`src/rtl/spi_master_arbiter_pkg.sv`:
```
// Shared types and helpers for the SPI master arbiter.
package spi_arb_pkg;

   // Transaction phases of the arbiter FSM
   typedef enum logic [2:0] {
      IDLE   = 3'd0,
      CONFIG = 3'd1,
      SEND   = 3'd2,
      WAIT   = 3'd3,
      RESP   = 3'd4
   } state_t;

   // Packet size actually programmed into the master: 0 or oversize means full width
   function automatic int unsigned eff_psize(input int unsigned psize, input int unsigned nbits);
      return ((psize == 0) || (psize > nbits)) ? nbits : psize;
   endfunction

endpackage

```
`src/rtl/spi_master_arbiter_if.sv`:
```
// Bus bundle between SoC requesters, the arbiter and the shared spi_master.
// modport master: the arbiter side; modport slave: the environment side.
interface spi_master_arbiter_if #(
   parameter int nreqs      = 4,
   parameter int nbits      = 32,
   parameter int psize_bits = $clog2(nbits) + 1
);
   localparam int IW = $clog2(nreqs);

   logic [nreqs-1:0]                    req_val;
   logic [nreqs-1:0]                    req_rdy;
   logic [nreqs*(psize_bits+nbits)-1:0] req_msg;
   logic [nreqs-1:0]                    resp_val;
   logic [nreqs-1:0]                    resp_rdy;
   logic [nbits-1:0]                    resp_msg;

   logic                                spi_cs_addr_val;
   logic [IW-1:0]                       spi_cs_addr_msg;
   logic                                spi_packet_size_val;
   logic [psize_bits-1:0]               spi_packet_size_msg;
   logic                                spi_req_val;
   logic                                spi_req_rdy;
   logic [nbits-1:0]                    spi_req_msg;
   logic                                spi_resp_val;
   logic                                spi_resp_rdy;
   logic [nbits-1:0]                    spi_resp_msg;

   modport master (
      input  req_val, req_msg, resp_rdy, spi_req_rdy, spi_resp_val, spi_resp_msg,
      output req_rdy, resp_val, resp_msg, spi_cs_addr_val, spi_cs_addr_msg,
             spi_packet_size_val, spi_packet_size_msg, spi_req_val, spi_req_msg,
             spi_resp_rdy
   );

   modport slave (
      output req_val, req_msg, resp_rdy, spi_req_rdy, spi_resp_val, spi_resp_msg,
      input  req_rdy, resp_val, resp_msg, spi_cs_addr_val, spi_cs_addr_msg,
             spi_packet_size_val, spi_packet_size_msg, spi_req_val, spi_req_msg,
             spi_resp_rdy
   );

endinterface

```
`src/rtl/spi_master_arbiter_rr.sv`:
```
// Combinational round-robin picker: lowest requesting index at or after ptr, cyclically.
module rr_arbiter #(
   parameter int nreqs = 4
) (
   input  logic [nreqs-1:0]         reqs,
   input  logic [$clog2(nreqs)-1:0] ptr,
   output logic [nreqs-1:0]         grant_onehot,
   output logic [$clog2(nreqs)-1:0] grant_idx,
   output logic                     any
);
   localparam int IW = $clog2(nreqs);

   logic [IW-1:0] idx;

   // Scan from the farthest offset down so the nearest requester after ptr wins
   always_comb begin
      idx       = '0;
      grant_idx = '0;
      any       = 1'b0;
      for (int k = nreqs - 1; k >= 0; k--) begin
         idx = IW'((int'(ptr) + k) % nreqs);
         if (reqs[idx]) begin
            grant_idx = idx;
            any       = 1'b1;
         end
      end
      grant_onehot = '0;
      if (any) grant_onehot[grant_idx] = 1'b1;
   end

endmodule

```
`src/rtl/spi_master_arbiter.sv`:
```
// Shares one spi_master among nreqs requesters, one transaction at a time,
// with round-robin grant advanced only on completed transactions.
module spi_master_arbiter
   import spi_arb_pkg::*;
#(
   parameter int nreqs      = 4,
   parameter int nbits      = 32,
   parameter int psize_bits = $clog2(nbits) + 1
) (
   input logic                  clk,
   input logic                  reset,
   spi_master_arbiter_if.master bus
);
   localparam int IW = $clog2(nreqs);
   localparam int MW = psize_bits + nbits;

   state_t                state_q;
   logic [IW-1:0]         ptr_q;
   logic [IW-1:0]         grant_q;
   logic                  cs_addr_val_q;
   logic                  psize_val_q;
   logic [psize_bits-1:0] psize_q;
   logic                  spi_req_val_q;
   logic [nbits-1:0]      spi_req_msg_q;
   logic                  spi_resp_rdy_q;
   logic [nreqs-1:0]      resp_val_q;
   logic [nbits-1:0]      resp_msg_q;

   logic [nreqs-1:0]      grant_onehot;
   logic [IW-1:0]         grant_idx;
   logic                  grant_any;

   logic [MW-1:0]         req_slice [nreqs];
   logic [MW-1:0]         sel_msg_d;
   logic [psize_bits-1:0] eff_psize_d;
   logic [nbits-1:0]      resp_mask_d;
   logic [IW-1:0]         ptr_d;
   logic [nreqs-1:0]      resp_onehot_d;

   rr_arbiter #(.nreqs(nreqs)) u_rr (
      .reqs         (bus.req_val),
      .ptr          (ptr_q),
      .grant_onehot (grant_onehot),
      .grant_idx    (grant_idx),
      .any          (grant_any)
   );

   // Unflatten request messages and pick the granted one
   always_comb begin
      for (int i = 0; i < nreqs; i++) begin
         req_slice[i] = bus.req_msg[i*MW +: MW];
      end
      sel_msg_d   = req_slice[grant_idx];
      eff_psize_d = psize_bits'(eff_psize(32'(sel_msg_d[MW-1:nbits]), nbits));
   end

   // Response mask built bitwise so a full-width packet never shifts past nbits
   always_comb begin
      resp_mask_d = '0;
      for (int i = 0; i < nbits; i++) begin
         resp_mask_d[i] = (i < int'(psize_q));
      end
      ptr_d         = (grant_q == IW'(nreqs - 1)) ? '0 : grant_q + 1'b1;
      resp_onehot_d = nreqs'(1) << grant_q;
   end

   // Transaction FSM with registered master-side and response outputs
   always_ff @(posedge clk) begin
      if (reset) begin
         state_q        <= IDLE;
         ptr_q          <= '0;
         grant_q        <= '0;
         cs_addr_val_q  <= 1'b0;
         psize_val_q    <= 1'b0;
         psize_q        <= '0;
         spi_req_val_q  <= 1'b0;
         spi_req_msg_q  <= '0;
         spi_resp_rdy_q <= 1'b0;
         resp_val_q     <= '0;
         resp_msg_q     <= '0;
      end else begin
         case (state_q)
            IDLE: begin
               if (grant_any) begin
                  grant_q       <= grant_idx;
                  psize_q       <= eff_psize_d;
                  spi_req_msg_q <= sel_msg_d[nbits-1:0];
                  cs_addr_val_q <= 1'b1;
                  psize_val_q   <= 1'b1;
                  state_q       <= CONFIG;
               end
            end
            CONFIG: begin
               cs_addr_val_q <= 1'b0;
               psize_val_q   <= 1'b0;
               spi_req_val_q <= 1'b1;
               state_q       <= SEND;
            end
            SEND: begin
               if (bus.spi_req_rdy) begin
                  spi_req_val_q  <= 1'b0;
                  spi_resp_rdy_q <= 1'b1;
                  state_q        <= WAIT;
               end
            end
            WAIT: begin
               if (bus.spi_resp_val) begin
                  spi_resp_rdy_q <= 1'b0;
                  resp_msg_q     <= bus.spi_resp_msg & resp_mask_d;
                  resp_val_q     <= resp_onehot_d;
                  state_q        <= RESP;
               end
            end
            RESP: begin
               if (bus.resp_rdy[grant_q]) begin
                  resp_val_q <= '0;
                  ptr_q      <= ptr_d;
                  state_q    <= IDLE;
               end
            end
            default: state_q <= IDLE;
         endcase
      end
   end

   assign bus.req_rdy             = (state_q == IDLE) ? grant_onehot : '0;
   assign bus.resp_val            = resp_val_q;
   assign bus.resp_msg            = resp_msg_q;
   assign bus.spi_cs_addr_val     = cs_addr_val_q;
   assign bus.spi_cs_addr_msg     = grant_q;
   assign bus.spi_packet_size_val = psize_val_q;
   assign bus.spi_packet_size_msg = psize_q;
   assign bus.spi_req_val         = spi_req_val_q;
   assign bus.spi_req_msg         = spi_req_msg_q;
   assign bus.spi_resp_rdy        = spi_resp_rdy_q;

endmodule

```
`src/flat_wrapper.sv`:
```
// flat-port wrapper written by rule: the top's interface ports become plain ports
module spi_master_arbiter_flat import spi_arb_pkg::*;
#(
   parameter int nreqs      = 4,
   parameter int nbits      = 32,
   parameter int psize_bits = $clog2(nbits) + 1
)
  (clk, reset, bus_req_val, bus_req_msg, bus_resp_rdy, bus_spi_req_rdy, bus_spi_resp_val, bus_spi_resp_msg, bus_req_rdy, bus_resp_val, bus_resp_msg, bus_spi_cs_addr_val, bus_spi_cs_addr_msg, bus_spi_packet_size_val, bus_spi_packet_size_msg, bus_spi_req_val, bus_spi_req_msg, bus_spi_resp_rdy);
  spi_master_arbiter_if #(.nreqs(nreqs), .nbits(nbits), .psize_bits(psize_bits)) bus_i ();
  input logic clk;
  input logic reset;
  input wire logic [$bits(bus_i.req_val)-1:0] bus_req_val;
  input wire logic [$bits(bus_i.req_msg)-1:0] bus_req_msg;
  input wire logic [$bits(bus_i.resp_rdy)-1:0] bus_resp_rdy;
  input wire logic [$bits(bus_i.spi_req_rdy)-1:0] bus_spi_req_rdy;
  input wire logic [$bits(bus_i.spi_resp_val)-1:0] bus_spi_resp_val;
  input wire logic [$bits(bus_i.spi_resp_msg)-1:0] bus_spi_resp_msg;
  output wire logic [$bits(bus_i.req_rdy)-1:0] bus_req_rdy;
  output wire logic [$bits(bus_i.resp_val)-1:0] bus_resp_val;
  output wire logic [$bits(bus_i.resp_msg)-1:0] bus_resp_msg;
  output wire logic [$bits(bus_i.spi_cs_addr_val)-1:0] bus_spi_cs_addr_val;
  output wire logic [$bits(bus_i.spi_cs_addr_msg)-1:0] bus_spi_cs_addr_msg;
  output wire logic [$bits(bus_i.spi_packet_size_val)-1:0] bus_spi_packet_size_val;
  output wire logic [$bits(bus_i.spi_packet_size_msg)-1:0] bus_spi_packet_size_msg;
  output wire logic [$bits(bus_i.spi_req_val)-1:0] bus_spi_req_val;
  output wire logic [$bits(bus_i.spi_req_msg)-1:0] bus_spi_req_msg;
  output wire logic [$bits(bus_i.spi_resp_rdy)-1:0] bus_spi_resp_rdy;
  assign bus_i.req_val = bus_req_val;
  assign bus_i.req_msg = bus_req_msg;
  assign bus_i.resp_rdy = bus_resp_rdy;
  assign bus_i.spi_req_rdy = bus_spi_req_rdy;
  assign bus_i.spi_resp_val = bus_spi_resp_val;
  assign bus_i.spi_resp_msg = bus_spi_resp_msg;
  assign bus_req_rdy = bus_i.req_rdy;
  assign bus_resp_val = bus_i.resp_val;
  assign bus_resp_msg = bus_i.resp_msg;
  assign bus_spi_cs_addr_val = bus_i.spi_cs_addr_val;
  assign bus_spi_cs_addr_msg = bus_i.spi_cs_addr_msg;
  assign bus_spi_packet_size_val = bus_i.spi_packet_size_val;
  assign bus_spi_packet_size_msg = bus_i.spi_packet_size_msg;
  assign bus_spi_req_val = bus_i.spi_req_val;
  assign bus_spi_req_msg = bus_i.spi_req_msg;
  assign bus_spi_resp_rdy = bus_i.spi_resp_rdy;
  spi_master_arbiter #(.nreqs(nreqs), .nbits(nbits), .psize_bits(psize_bits)) u_core (.clk(clk), .reset(reset), .bus(bus_i));
endmodule
```
`config.mk`:
```
export PLATFORM = sky130hd
export DESIGN_NAME = spi_master_arbiter_flat
export DESIGN_NICKNAME = d
export VERILOG_FILES = /design/src/rtl/spi_master_arbiter_pkg.sv /design/src/rtl/spi_master_arbiter_if.sv /design/src/rtl/spi_master_arbiter_rr.sv /design/src/rtl/spi_master_arbiter.sv /design/src/flat_wrapper.sv
export SDC_FILE = /design/constraint.sdc
export NUM_CORES = 1
export LEC_CHECK = 0
export ABC_AREA = 1
export CAP_MARGIN = 25
export CORE_MARGIN = 1.5
export CORE_UTILIZATION = 42
export CTS_CLUSTER_DIAMETER = 100
export DETAILED_ROUTE_END_ITERATION = 10
export GPL_TIMING_DRIVEN = 0
export PLACE_DENSITY = 0.9
export SLEW_MARGIN = 20
export SYNTH_ARGS = -nofsm -noshare
export SYNTH_HDL_FRONTEND = slang
export SYNTH_SLANG_ARGS = --single-unit
export TNS_END_PERCENT = 30
```
`constraint.sdc`:
```
create_clock -name clk -period 5.05 [get_ports clk]
set_input_delay 1.01 -clock clk [delete_from_list [all_inputs] [get_ports clk]]
set_output_delay 1.01 -clock clk [all_outputs]
set_load 0.02 [all_outputs]
```
# Word level (Yosys, flattened, before mapping)
# Cells that the tools add are included.
dict set report totals {
  wordCells 125
  reg_bits 84
  output_inout_bits 84
  inputBits 196
}
dict set report classes {
  shift 1
  magnitude_cmp 41
  n_eq_ne 9
  muxes 42
  n_addsub 4
  bitwise 2
  n_reduce_logical 16
}
# operator count
set ops {}
lappend ops {{$lt 5x6->1 const A} 16}
lappend ops {{$bmux 38 s2} 1}
lappend ops {{$mux 38} 2}
lappend ops {{$lt 4x6->1 const A} 8}
lappend ops {{$and 32x32->32} 1}
lappend ops {{$lt 3x6->1 const A} 4}
lappend ops {{$lt 2x3->1 const B} 6}
lappend ops {{$mux 4} 4}
lappend ops {{$pmux 3 s5} 1}
lappend ops {{$mux 1} 14}
lappend ops {{$lt 1x6->1 const A} 2}
lappend ops {{$lt 2x6->1 const A} 2}
lappend ops {{$mux 3} 4}
lappend ops {{$bmux 1 s2} 5}
lappend ops {{$mux 2} 5}
lappend ops {{$reduce_and 2->1} 5}
lappend ops {{$pmux 4 s2} 1}
lappend ops {{$reduce_bool 2->1} 4}
lappend ops {{$eq 3x2->1 const B} 2}
lappend ops {{$gt 6x6->1 const B} 1}
lappend ops {{$logic_not 6->1} 1}
lappend ops {{$mux 6} 1}
lappend ops {{$pmux 1 s2} 3}
lappend ops {{$reduce_and 3->1} 2}
lappend ops {{other kinds (16)} 20}

# Depth between registers and ports, before layout
dict set report depth {
  word_depth 14
  depth_mapped 19
  mapped_depth_nobuf 17
}

# By module
# From an unflattened synthesis, not the netlist that was laid out.
dict set report unflattened {
  cells_unflattened 724
  area_unflattened_um2 4709.5
}
# mod instances area_per_inst_um2 cells_per_inst seq_area_each_um2
set modules_own_cells {}
lappend modules_own_cells {spi_master_arbiter 1 4434.3 672 1681.6}
lappend modules_own_cells {rr_arbiter 1 275.3 52 0.0}

# Least setup slack after synthesis
# Ideal clock, no wire load.
dict set report synth_timing {
  path_kind {in2out}
  start {input bus_req_val[1]}
  end {output bus_req_rdy[1]}
  path_buffers 2
  t_arrival_ps 2490
  setup_slack_ps 1550
  cell_stages 10
  required_ps 4040
  path_cell_list {inv_1 o21ai_1 nand2_2 nand3_2 nand3_2 nand2_4 inv_2 buf_2 buf_2 nor3_1}
}
dict set report synth_between {
  elab_chain_cells 12
  word_cells_on_any_way 23
  classes_between {order compare (2); mux (20); reduce/logical (1)}
}
# item line_no
set synth_lines {}
lappend synth_lines {{from (decl)} flat_wrapper.sv:12} ;# input wire logic [$bits(bus_i.req_val)-1:0] bus_req_val;
lappend synth_lines {{$bmux 1 s2} spi_master_arbiter_rr.sv:22} ;# if (reqs[idx]) begin
lappend synth_lines {{$mux 1 (not written as such)} spi_master_arbiter_rr.sv:22}
lappend synth_lines {{$mux 2 (4 in a row)} spi_master_arbiter_rr.sv:22}
lappend synth_lines {{$lt 2x3->1 (not written as such) or $ge 2x1->1 (tied branches)} spi_master_arbiter_rr.sv:28} ;# if (any) grant_onehot[grant_idx] = 1'b1;
lappend synth_lines {{$logic_and 1x1->1 (not written as such)} spi_master_arbiter_rr.sv:28}
lappend synth_lines {{$mux 1 (not written as such)} spi_master_arbiter_rr.sv:28}
lappend synth_lines {{$demux 1 s2} spi_master_arbiter_rr.sv:28}
lappend synth_lines {{$mux 4 *} spi_master_arbiter_rr.sv:28}
lappend synth_lines {{$mux 4 *} spi_master_arbiter.sv:126} ;# assign bus.req_rdy = (state_q == IDLE) ? grant_onehot : '0;
lappend synth_lines {{to (decl)} flat_wrapper.sv:18} ;# output wire logic [$bits(bus_i.req_rdy)-1:0] bus_req_rdy;
# Every way passes the cells marked *; elsewhere a longest branch is shown, timed or not. The select of a mux whose other input is x is not followed.

# Worst setup path after layout
dict set report layout_timing {
  start {input bus_req_val[3]}
  end {output bus_req_rdy[2]}
}
# Same word-level chain as after synthesis.

==> run metrics <==
number of antenna violations at the first check in global routing 0; Total GRT Usage around a third; wirelength, routed slightly above 20000 µm; power per cell area around 320 nW/µm²; vias about 6.4k; hold wc startpoint u_core.bus.resp_val[3]; flop and latch count out of synthesis 84; number of cells on the worst reg-to-reg path 8; Total Die Area 12200 µm²; fill cell instance count of the final layout a little under 1k; weighted congestion at the end of routability-driven global placement between 1 and 1.5; number of violations reported at the end of detailed-routing iteration 0 slightly below 700; worst slew pin tran roughly 570 ps; clock buffers created by TritonCTS 9; Peak VDD IR around 0.17 mV; # setup viols final 0; count of flip-flops with a built-in enable after synthesis 0; average routed wire per standard cell around 17 µm; Clock Pin Slew Worst Setup and Hold Paths 60 ps; FF-to-FF Start u_core.state_q[1]; outcome finished clean; cell-by-cell trace of the critical path clkdlybuf4s50_1 -> inv_1 -> o21ai_1 -> nand2_1 -> nand3_1 -> nand3b_1 -> nand3_2 -> inv_2 -> buf_4 -> buf_2 -> nand2_1 -> nor2_1 -> clkdlybuf4s50_1; final period utilization between 90% and 100%; share of Yosys cell area claimed by the top area cell type about a third; cell taking the most area after synthesis dfxtp_1; classification of the worst setup path input port to output pin; sequential area share after synthesis 34.7%; IO Count 280; flip-flop cell with the highest count after synthesis dfxtp_1; crit-path max FO 10; post-layout total power between 2 and 3 mW; total standard cell area after synthesis 4850 µm²; share of the core filled with cells in the final layout between 70% and 80%; synthesized area per cell between 6 and 7 µm²; CTS H-tree lvls 3; most frequent standard cell in the layout excluding fill and tap cells clkdlybuf4s50_1; largest net degree at the start of global routing 17; Clk Tree Root Cell clkbuf_16; Max-Slew Margin vs Limit between 60% and 70%; element type at the critical path end output pin; setup total negative slack 0 ps; Inserted Diodes 0; wire length of the first global-routing pass 31900 µm; row count 39; Worst setup startpoint bus_req_val[3]; top area cells in the synthesized netlist dfxtp_1 (35%), nor2_1 (12%), o21ai_0 (11%); DRC 0; arrival time of the worst setup path 3810 ps; via count of the first global-routing pass around 6.2k; Detailed Place HPWL between 15000 and 20000 µm; capture instance of the worst register-to-register path u_core.bus.resp_msg[11]; final layout net count approximately 1.2k; GRT overflow 0; gate family responsible for the most delay along the worst path buffers and inverters; Post-Place Worst Slack between 200 and 250 ps; Die Width between 100 and 150 µm; worst-case clock buffer depth 2; Initial Utilization between 40% and 50%; top library cells by usage in the layout, fill and taps aside clkdlybuf4s50_1 (277), nor2_1 (149), o21ai_0 (109); Min-Delay Path Depth 2; RSZ-0062 raised after global routing no; number of optimization iterations in the first detailed-route pass 5; count of max-cap constraint violations 0; CP max stage cell clkdlybuf4s50_1; net count after synthesis 953; final critical delay including setup and external delays 4820 ps; Critical Path Source Type input port; CP peak stage delay 680 ps; Final Cell Area roughly 8100 µm²; total core area between 10000 and 15000 µm²; layout overhead on the synthesized area 67.4%; cell count after synthesis 753; count of synthesis-stage warnings from yosys 0; proportion of synthesized flip-flops having asynchronous set or reset 0%; fraction of layout cells with a size suffix above 1 under 10%; post-synth cell types 34; leakage power 3.35 nW; highest clock frequency the design can meet 207 MHz; final worst clock skew around 11 ps; fin worst setup slack 227 ps; WP buf/inv 6; count of final hold-check violations 0; number of pins exceeding their max-slew limit in the final report 0; Worst EP required between 4000 and 5000 ps; via-per-instance ratio about 5.4; Tightest Hold Check Type flip-flop to flip-flop; clk sink count 84; Final ANT Viol Nets 0; worst hold path endpoint u_core.bus.resp_val[3]; # port buffers 278; Stages on worst setup path 13; worst setup slack for register-to-register paths ~2700 ps; dpl cell area between 7000 and 8000 µm²; die height roughly 110 µm; clock latency on the worst-skew pair about 340 ps; TritonCTS clock tree built
## sequential cells by signal (all words and copies together), names as in the netlist
signal and cells:
u_core.bus.spi_req_msg 32, u_core.bus.spi_cs_addr_val 1, u_core.bus.spi_packet_size_msg 6, u_core.bus.resp_msg 32, u_core.state_q 3, u_core.bus.spi_req_val 1, u_core.bus.spi_cs_addr_msg 2, u_core.ptr_q 2
u_core.bus.resp_val 4, u_core.bus.spi_resp_rdy 1
## cells in the mapped netlist (4+ instances only)
master and n:
buf_2 11, nor2_1 149, nand2_2 7, ha_1 4, inv_2 5, nand3b_1 4, nor3_1 7, dfxtp_1 84
nand3_1 48, nand2_1 81, o22ai_1 32, inv_1 66, o21ai_0 109, nand3_2 6, buf_6 4, o21ai_1 24
a21oi_1 51, buf_4 4, o211ai_1 7, clkbuf_1 32
## cell type report
| type | count | area (µm²) | area share (%) |
|---|---|---|---|
| multi-input combinational | 546 | 2640 | 32.6 |
| tap | 143 | 179 | 2.20 |
| clock buffer | 9 | 225 | 2.77 |
| clock inverter | 7 | 80.1 | 0.987 |
| buffer | 51 | 250 | 3.08 |
| inverter | 72 | 273 | 3.36 |
| sequential | 84 | 1680 | 20.7 |
| timing repair buffer | 278 | 2790 | 34.3 |
## power by group
part	leakage (nW)	switching, mW	internal (mW)
Sequential	0.687	0.0699	0.757
Combinational	2.51	0.588	0.468
Clock	0.149	0.304	0.392
Total	3.35	0.962	1.62
## worst min-delay path: stages, from the launching register on
cell,delay [ps]
dfxtp_1,310
nand2_1,60
a21oi_1,50
## logic make-up (layout without fill, tap and decap cells)
logic type / count (synthesis) / after routing / synth area share (%)
compound gates: 232 / 232 / 25.9
fa+ha+maj: 4 / 4 / 1.03
buf+inv: 123 / 417 / 10.8
flops: 84 / 84 / 34.7
simple gates: 310 / 310 / 27.6
## routing by layer
metal | global-route usage, % | vias to the layer above | routed length (µm) | part of all wire [%]
met5 | 0 | - | 0 | 0
met3 | 7.24 | 58 | 1940 | 9.5
met2 | 58.6 | 396 | 10100 | 50
li1 | - | 3083 | - | -
met1 | 37.4 | 2909 | 7570 | 37
met4 | 14.0 | 0 | 799 | 3.9
## metrics by stage
step	instances	hold slack, ps
3_5_place_dp	1174	453
3_3_place_gp	1174	447
4_1_cts	1190	462
6_report	1190	464
5_1_grt	1190	480
2_1_floorplan	753	495
## worst max-delay path by stage
| stage | endpoint |
|---|---|
| final | bus_req_rdy[2] |
| after global routing | bus_req_rdy[2] |
| after CTS | bus_req_rdy[3] |
| after detailed placement | bus_req_rdy[3] |
| after global placement | bus_req_rdy[3] |
| after floorplan | bus_req_rdy[1] |
## timing repair
action / CTS / global route
endpoints found under the setup margin: 0 / 1
resized for setup: 0 / 1
setup buffers: 0 / 0
hold buffers: 0 / 0
No activity file was read; power rests on OpenSTA's default activity.
